## config.mk

```make
export PLATFORM = sky130hd
export DESIGN_NAME = alu_ctrl
export DESIGN_NICKNAME = d
export VERILOG_FILES = /design/src/rtl/alu_pkg.sv /design/src/rtl/mul_step.sv /design/src/rtl/alu_ctrl.sv
export SDC_FILE = /design/constraint.sdc
export NUM_CORES = 1
export LEC_CHECK = 0
export CORE_ASPECT_RATIO = 1.75
export CORE_MARGIN = 2
export CORE_UTILIZATION = 40
export CTS_CLUSTER_SIZE = 16
export DETAILED_ROUTE_END_ITERATION = 7
export MAX_ROUTING_LAYER = met4
export PLACE_DENSITY = 0.69
export SETUP_SLACK_MARGIN = 0.5
export SLEW_MARGIN = 20
export SYNTH_ARGS = -nofsm -noshare
export SYNTH_HDL_FRONTEND = slang
export SYNTH_SLANG_ARGS = --single-unit
```

## constraint.sdc

```tcl
create_clock -name clk -period 3.5 [get_ports clk]
set_clock_uncertainty 0.1 [all_clocks]
set_input_delay 0.35 -clock clk [delete_from_list [all_inputs] [get_ports clk]]
set_output_delay 0.35 -clock clk [all_outputs]
set_load 0.01 [all_outputs]
```

## src/rtl/alu_pkg.sv

```systemverilog
// Shared definitions for the 4-bit ALU command sequencer.
//   - Controller state encoding
//   - ALU L (arith/logic select) and ALUOp encodings
//   - Operand and result widths
package alu_pkg;

  localparam int unsigned DATA_W = 4;
  localparam int unsigned RES_W  = 8;

  typedef enum logic [1:0] {
    StIdle = 2'd0,
    StExec = 2'd1,
    StMul  = 2'd2,
    StDone = 2'd3
  } state_e;

  // L select
  localparam logic ALU_ARITH = 1'b0;
  localparam logic ALU_LOGIC = 1'b1;

  // ALUOp codes, L = ALU_ARITH
  localparam logic [1:0] OP_ADD = 2'b00;
  localparam logic [1:0] OP_SUB = 2'b01;
  localparam logic [1:0] OP_INC = 2'b10;
  localparam logic [1:0] OP_DEC = 2'b11;

  // ALUOp codes, L = ALU_LOGIC
  localparam logic [1:0] OP_AND = 2'b00;
  localparam logic [1:0] OP_OR  = 2'b01;
  localparam logic [1:0] OP_XOR = 2'b10;
  localparam logic [1:0] OP_NOT = 2'b11;

endpackage

```

## src/rtl/mul_step.sv

```systemverilog
// One shift-add iteration of the 4x4 unsigned multiply.
//   acc_i, q_i   : current accumulator and multiplier/low-product register
//   alu_r_i      : ACC + M from the shared ALU adder
//   alu_carry_i  : carry out of that addition
//   acc_o, q_o   : next accumulator and multiplier/low-product register
module mul_step
  import alu_pkg::*;
(
  input  logic [DATA_W-1:0] acc_i,
  input  logic [DATA_W-1:0] q_i,
  input  logic [DATA_W-1:0] alu_r_i,
  input  logic              alu_carry_i,
  output logic [DATA_W-1:0] acc_o,
  output logic [DATA_W-1:0] q_o
);

  // The carry becomes the new ACC MSB, so the 8-bit product never overflows.
  always_comb begin
    if (q_i[0]) begin
      {acc_o, q_o} = {alu_carry_i, alu_r_i, q_i[DATA_W-1:1]};
    end else begin
      {acc_o, q_o} = {1'b0, acc_i, q_i[DATA_W-1:1]};
    end
  end

endmodule

```

## src/rtl/alu_ctrl.sv

```systemverilog
// Command sequencer for the 4-bit ALU.
//   cmd_*     : command handshake (single ALU op or 4x4 unsigned multiply)
//   alu_*_o   : operand/opcode drive to the external ALU
//   alu_*_i   : combinational ALU result and flags
//   res_*     : result handshake (8-bit data plus zero/carry/sign flags)
// The ALU is not instantiated here so that it can be shared at the next level.
module alu_ctrl
  import alu_pkg::*;
(
  input  logic              clk,
  input  logic              rst_n,
  // Command channel
  input  logic              cmd_valid_i,
  output logic              cmd_ready_o,
  input  logic              cmd_mul_i,
  input  logic [2:0]        cmd_op_i,
  input  logic [DATA_W-1:0] cmd_a_i,
  input  logic [DATA_W-1:0] cmd_b_i,
  // ALU drive
  output logic [DATA_W-1:0] alu_a_o,
  output logic [DATA_W-1:0] alu_b_o,
  output logic [1:0]        alu_op_o,
  output logic              alu_l_o,
  input  logic [DATA_W-1:0] alu_r_i,
  input  logic              alu_zero_i,
  input  logic              alu_carry_i,
  input  logic              alu_sign_i,
  // Result channel
  output logic              res_valid_o,
  input  logic              res_ready_i,
  output logic [RES_W-1:0]  res_data_o,
  output logic              res_zero_o,
  output logic              res_carry_o,
  output logic              res_sign_o
);

  state_e             state_q;
  logic [DATA_W-1:0]  a_q;    // operand A, multiplicand M during multiply
  logic [DATA_W-1:0]  b_q;    // operand B, multiplier / low product Q during multiply
  logic [2:0]         op_q;
  logic [DATA_W-1:0]  acc_q;
  logic [1:0]         cnt_q;
  logic [RES_W-1:0]   res_data_q;
  logic               res_zero_q;
  logic               res_carry_q;
  logic               res_sign_q;
  logic               res_valid_q;

  logic [DATA_W-1:0]  acc_nxt;
  logic [DATA_W-1:0]  q_nxt;

  mul_step u_mul_step (
    .acc_i       (acc_q),
    .q_i         (b_q),
    .alu_r_i     (alu_r_i),
    .alu_carry_i (alu_carry_i),
    .acc_o       (acc_nxt),
    .q_o         (q_nxt)
  );

  // ALU ports are idle-zero outside EXEC/MUL so a future arbiter sees a quiet master.
  always_comb begin
    alu_a_o  = '0;
    alu_b_o  = '0;
    alu_op_o = '0;
    alu_l_o  = 1'b0;
    unique case (state_q)
      StExec: begin
        alu_a_o             = a_q;
        alu_b_o             = b_q;
        {alu_l_o, alu_op_o} = op_q;
      end
      StMul: begin
        alu_a_o  = acc_q;
        alu_b_o  = a_q;
        alu_l_o  = ALU_ARITH;
        alu_op_o = OP_ADD;
      end
      default: ;
    endcase
  end

  always_ff @(posedge clk or negedge rst_n) begin
    if (!rst_n) begin
      state_q     <= StIdle;
      a_q         <= '0;
      b_q         <= '0;
      op_q        <= '0;
      acc_q       <= '0;
      cnt_q       <= '0;
      res_data_q  <= '0;
      res_zero_q  <= 1'b0;
      res_carry_q <= 1'b0;
      res_sign_q  <= 1'b0;
      res_valid_q <= 1'b0;
    end else begin
      unique case (state_q)
        StIdle: begin
          if (cmd_valid_i) begin
            a_q     <= cmd_a_i;
            b_q     <= cmd_b_i;
            op_q    <= cmd_op_i;
            acc_q   <= '0;
            cnt_q   <= '0;
            state_q <= cmd_mul_i ? StMul : StExec;
          end
        end
        StExec: begin
          res_data_q  <= {{(RES_W - DATA_W){1'b0}}, alu_r_i};
          res_zero_q  <= alu_zero_i;
          res_carry_q <= alu_carry_i;
          res_sign_q  <= alu_sign_i;
          state_q     <= StDone;
        end
        StMul: begin
          acc_q <= acc_nxt;
          b_q   <= q_nxt;
          cnt_q <= cnt_q + 2'd1;
          if (cnt_q == 2'd3) begin
            res_data_q  <= {acc_nxt, q_nxt};
            res_zero_q  <= ({acc_nxt, q_nxt} == '0);
            res_carry_q <= 1'b0;
            res_sign_q  <= acc_nxt[DATA_W-1];
            state_q     <= StDone;
          end
        end
        StDone: begin
          // Result registers settle on entry; valid is raised registered one cycle later.
          if (!res_valid_q) begin
            res_valid_q <= 1'b1;
          end else if (res_ready_i) begin
            res_valid_q <= 1'b0;
            state_q     <= StIdle;
          end
        end
        default: state_q <= StIdle;
      endcase
    end
  end

  assign cmd_ready_o = (state_q == StIdle);
  assign res_valid_o = res_valid_q;
  assign res_data_o  = res_data_q;
  assign res_zero_o  = res_zero_q;
  assign res_carry_o = res_carry_q;
  assign res_sign_o  = res_sign_q;

endmodule

```

# Word-level counts from Yosys, hierarchy flattened

Cells that the tools add are included.

Bits in registers: 31
Bits in latches: 0
Bits in writable memories: 0
Memory bits (read-only): 0
Bits of input ports: 23
Output and inout port bits: 24
Logic and storage cells: 56
Memories kept: 0

Add/sub/neg operators: 1
$mul: 0
Divide/modulo/power cells: 0
$lt $le $gt $ge: 0
Equal/unequal tests: 8
Shift-type cells: 0
Multiplexer cells: 28
Bitwise logic cells: 0
Reduce and logical (&&, ||, !) cells: 8

Operators with widths:

| kind                | count |
|---|---|
| $pmux 4 s2          | 4 |
| $mux 4              | 4 |
| $pmux 8 s2          | 1 |
| $mux 2              | 7 |
| $logic_not 8->1     | 1 |
| $mux 8              | 1 |
| $ne 2x2->1 const B  | 4 |
| $pmux 2 s4          | 1 |
| $eq 2x2->1 const B  | 3 |
| $mux 1              | 6 |
| $pmux 1 s2          | 3 |
| $reduce_and 2->1    | 3 |
| $pmux 2 s2          | 1 |
| $reduce_and 4->1    | 1 |
| $reduce_bool 2->1   | 2 |
| $add 2x1->2 const B | 1 |
| $eq 2x1->1 const B  | 1 |
| $logic_not 2->1     | 1 |

# Logic depth before layout (Yosys ltp)

Word-level depth: 4
Gate-level depth with buffers: 8

# By module

A second synthesis with hierarchy kept.

Cells, all modules: 160
Area, all modules: 1649.1 µm²

By module, submodules not included:

| module   | times used | cells an instance | area an instance (µm²) | seq. area each (µm²) |
|---|---|---|---|---|
| alu_ctrl | 1          | 152               | 1574.0                 | 775.7 |
| mul_step | 1          | 8                 | 75.1                   | 0.0 |

# Worst setup path before layout

OpenSTA, ideal clock, no wires.

Kind: register to output
Start: register state_q[0]
End: output port alu_b_o[0]
Data arrival time: 1.415 ns
Required time: 3.050 ns
Setup slack: 1.635 ns
Cell stages (with the launch flop): 7
Buffers on the path: 2
Cells stage by stage: dfrtp_1 -> inv_1 -> ha_1 -> clkbuf_1 -> buf_2 -> a22oi_1 -> nor2b_1

Cells in the longest elaborated chain, start to end: 2
Elaborated cells between the ends (all ways): 3

Ends and longest elaborated chain:

| element                                  | RTL line        | text |
|---|---|---|
| from (decl)                              | alu_ctrl.sv:37  | `state_e state_q;` |
| from (signal assigned)                   | alu_ctrl.sv:85  | `state_q <= StIdle;` |
| from (signal assigned)                   | alu_ctrl.sv:105 | `state_q <= cmd_mul_i ? StMul : StExec;` |
| from (signal assigned)                   | alu_ctrl.sv:113 | `state_q <= StDone;` |
| $eq 2x2->1 or $eq 2x1->1 (tied branches) | alu_ctrl.sv:67  | `unique case (state_q)` |
| $pmux 4 s2 (*)                           | alu_ctrl.sv:67  |  |
| to (decl)                                | alu_ctrl.sv:21  | `output logic [DATA_W-1:0] alu_b_o,` |

Every way passes the cells marked *; elsewhere a longest branch is shown, timed or not.

# Final worst setup path

Start: register state_q[0]
End: output port alu_a_o[0]

Cells in the longest elaborated chain, start to end: 2
Elaborated cells between the ends (all ways): 3

Ends and longest elaborated chain:

| element                                  | RTL line       | text |
|---|---|---|
| $eq 2x2->1 or $eq 2x1->1 (tied branches) | alu_ctrl.sv:67 |  |
| $pmux 4 s2 (*)                           | alu_ctrl.sv:67 |  |
| to (decl)                                | alu_ctrl.sv:20 | `output logic [DATA_W-1:0] alu_a_o,` |

Marks and branches as above.

==> key figures <==
Outcome
  • Status: complete, no violations

Floorplan
  • Die area: 4516 sq um
  • Core Footprint: 3829 sq um
  • Starting density of the core: around two fifths
  • Chip width: between 50 and 60 um
  • I/O pin count: 47
  • Die H: 87.41 um
  • FP Rows: 30

Clock network
  • Number of setup buffers added after CTS: 0
  • H-tree depth: 2
  • Post_cts resized: 0
  • Clk slew on worst S/H paths: approximately 0.06 ns
  • Longest Clk Path Bufs: 2
  • Root buf cell: clkbuf_8
  • CTS tree: built
  • Clk_lat worst skew: ~0.29 ns
  • CTS Hold Bufs: 0
  • CTS Sinks: 31
  • Number of buffers created by CTS: 5

Synthesis
  • Synthesized area: approximately 1600 sq um
  • Area share of the largest cell type after synthesis: 48.78%
  • Ys Warns: 0
  • Most common cell in the netlist: dfrtp_1
  • Number of synthesized register bits: 31
  • EDFF count, synth: 0
  • Largest area contributor in the netlist: dfrtp_1
  • Syn Inst Count: ~160
  • Synth top area cells: dfrtp_1, mux2_2, nand2_1
  • Top_reg_cell synth: dfrtp_1
  • Most frequent cells after synthesis: dfrtp_1, nand2_1, o21ai_0
  • Distinct cells, synth: 25
  • Register area share after synthesis: 48.78%
  • Avg Cell Area, Syn: 10.13 sq um
  • Syn nets: 186
  • Fraction of registers with async set/reset: 100.0%

Critical path
  • Worst Setup Start Kind: register
  • Crit Path Class: reg2out
  • Crit path DAT: between 2 and 2.5 ns
  • Worst Setup EP: alu_a_o[0]
  • R2R Path Start: state_q[0]
  • RR Endpoint: b_q[3]
  • Worst R2R Path Depth: 5
  • Crit-path max FO: 10
  • Worst Setup End Kind: output pin
  • CP Launch Point: state_q[0]
  • R2r setup slk: 1.25 ns
  • Required @ worst endpoint: slightly above 3 ns

Placement
  • Hpwl dp: 2866 um
  • Placed Instance Area: between 2000 and 2500 sq um
  • Dpl ws: 1.239 ns
  • Placed cell count: 244
  • RD Place Congestion: around 0.9
  • Port bufs: 46

Timing
  • Tightest hold margin: ~0.36 ns
  • Final period utilization: 71.08%
  • Final Hold Viols: 0
  • Setup TNS: 0 ns
  • Maximum clock rate: ~400 MHz
  • Setup ws final: 1.012 ns
  • RSZ-0062 raised after global routing: false
  • Fin. max-slew vios: 0
  • Final setup fails: 0
  • Max_slew headroom: between 30 and 40%
  • Period minus WS final: 2.488 ns
  • Worst-margin pin slew: 0.9301 ns

Routing
  • DRT iter0 DRCs: 27
  • Met2 WL: approximately 2000 um
  • WL met1: 1361 um
  • Vias per inst: between 5 and 6
  • DRC Markers: 0
  • Final WL: around 3700 um
  • Final antenna-violating net count: 0
  • Vias: approximately 1300
  • Wire per inst: 14.65 um
  • Top routing layer used: met4
  • Met3 routed WL: 203 um
  • Drt pass-1 iters: 4

GRT
  • Largest net degree at the start of global routing: 32
  • Initial antenna violation count: 0
  • GRT Overall Usage: between 10% and 20%
  • Vias in the first global route: 1316
  • Remaining Overflow, GRT: 0
  • Global-route wire length before repair: 6258 um

Layout
  • Non-filler cells, final: approximately 250
  • N_diodes: 0
  • Nets@finish: about 230
  • Multi-input logic area: roughly 760 sq um
  • Layout cells sized above 1: between 10% and 20%
  • Utilization after layout: 57.39%
  • Final Cell Area: roughly 2200 sq um
  • Synthesis-to-finish area growth: 38.16%
  • FF/Latch Area: 775.7 sq um
  • Fill cell count: approximately 360

Job
  • Maxcap violations: 0

Pwr
  • Maximum vdd drop: between 0.0006 and 0.0007 V
  • Pwr per Cell Area: between 900 and 1000 nW/um^2
  • Power Total: 2.124 mW
  • Lkg Pwr: 0.9383 nW

Worst hold path
  • Hold Crit Class: in2async
-- routing by layer --
metal	track usage, %	vias to the layer above
met3	3.952	6
li1	-	632
met1	20.02	618
met2	34.03	43
met4	9.330	0
met5	-	-
-- state kept, by name, indices dropped and copies added, names as in the netlist, 2 cells and up --
| name | count |
|---|---|
| a_q | 4 |
| acc_q | 4 |
| b_q | 4 |
| cnt_q | 2 |
| op_q | 3 |
| res_data_o | 8 |
| state_q | 2 |
-- cells by family (layout without fill, tap and decap cells) --
kind of cell | Yosys count | after routing | share of synthesized area (%)
buf+inv | 12 | 59 | 3.619
flops | 31 | 31 | 48.78
simple gates | 50 | 50 | 15.19
compound gates | 37 | 37 | 13.61
fa+ha+maj | 6 | 6 | 4.721
mux | 21 | 21 | 14.08
-- placed cells by master (no fill, tap or decap) --
cell type and instances:
a21o_1 2, a21oi_1 5, a22oi_1 8, a32o_1 1, and2_1 3, buf_4 2
bufinv_16 1, clkbuf_8 6, clkdlybuf4s50_1 46, clkinv_2 1, dfrtp_1 31, ha_1 6
inv_1 3, mux2_2 11, mux2i_1 10, nand2_1 29, nand2b_1 3, nand3_1 2
nor2_1 1, nor2b_1 8, nor3b_1 1, nor4_1 1, o21ai_0 18, o21ai_1 2
o22ai_1 1, or4_1 1, or4b_1 1
-- how the worst min path moves through the flow --
| stage | startpoint | to | slack (ns) | cells past startpoint |
|---|---|---|---|---|
| 3_3_place_gp | res_carry_o | res_carry_o | 0.36 | 2 |
| 6_report | rst_n | res_data_o[4] | 0.36 | 2 |
| 5_1_grt | rst_n | b_q[0] | 0.40 | 2 |
| 3_5_place_dp | res_carry_o | res_carry_o | 0.37 | 2 |
| 2_1_floorplan | rst_n | a_q[0] | -0.05 | 0 |
| 4_1_cts | rst_n | res_carry_o | 0.37 | 2 |
-- where the power goes --
group	internal, mW	total, mW	switching, mW
Sequential	0.532	0.671	0.139
Clock	0.230	0.365	0.135
Combinational	0.550	1.09	0.538
-- layout make-up --
type	count	area share, %
inverter	3	0.5125
timing repair buffer	48	21.64
sequential	31	35.31
tap	48	2.733
clock inverter	2	1.595
clock buffer	6	3.759
multi-input combinational	114	34.45
-- worst max-delay path: stages, from the launching register on --
cell             delay (ns)
dfrtp_1                0.41
inv_1                  0.13
ha_1                   0.37
a22oi_1                0.17
nor2b_1                0.13
clkdlybuf4s50_1        0.54
Note: power is estimated with default switching activity, not from simulation.
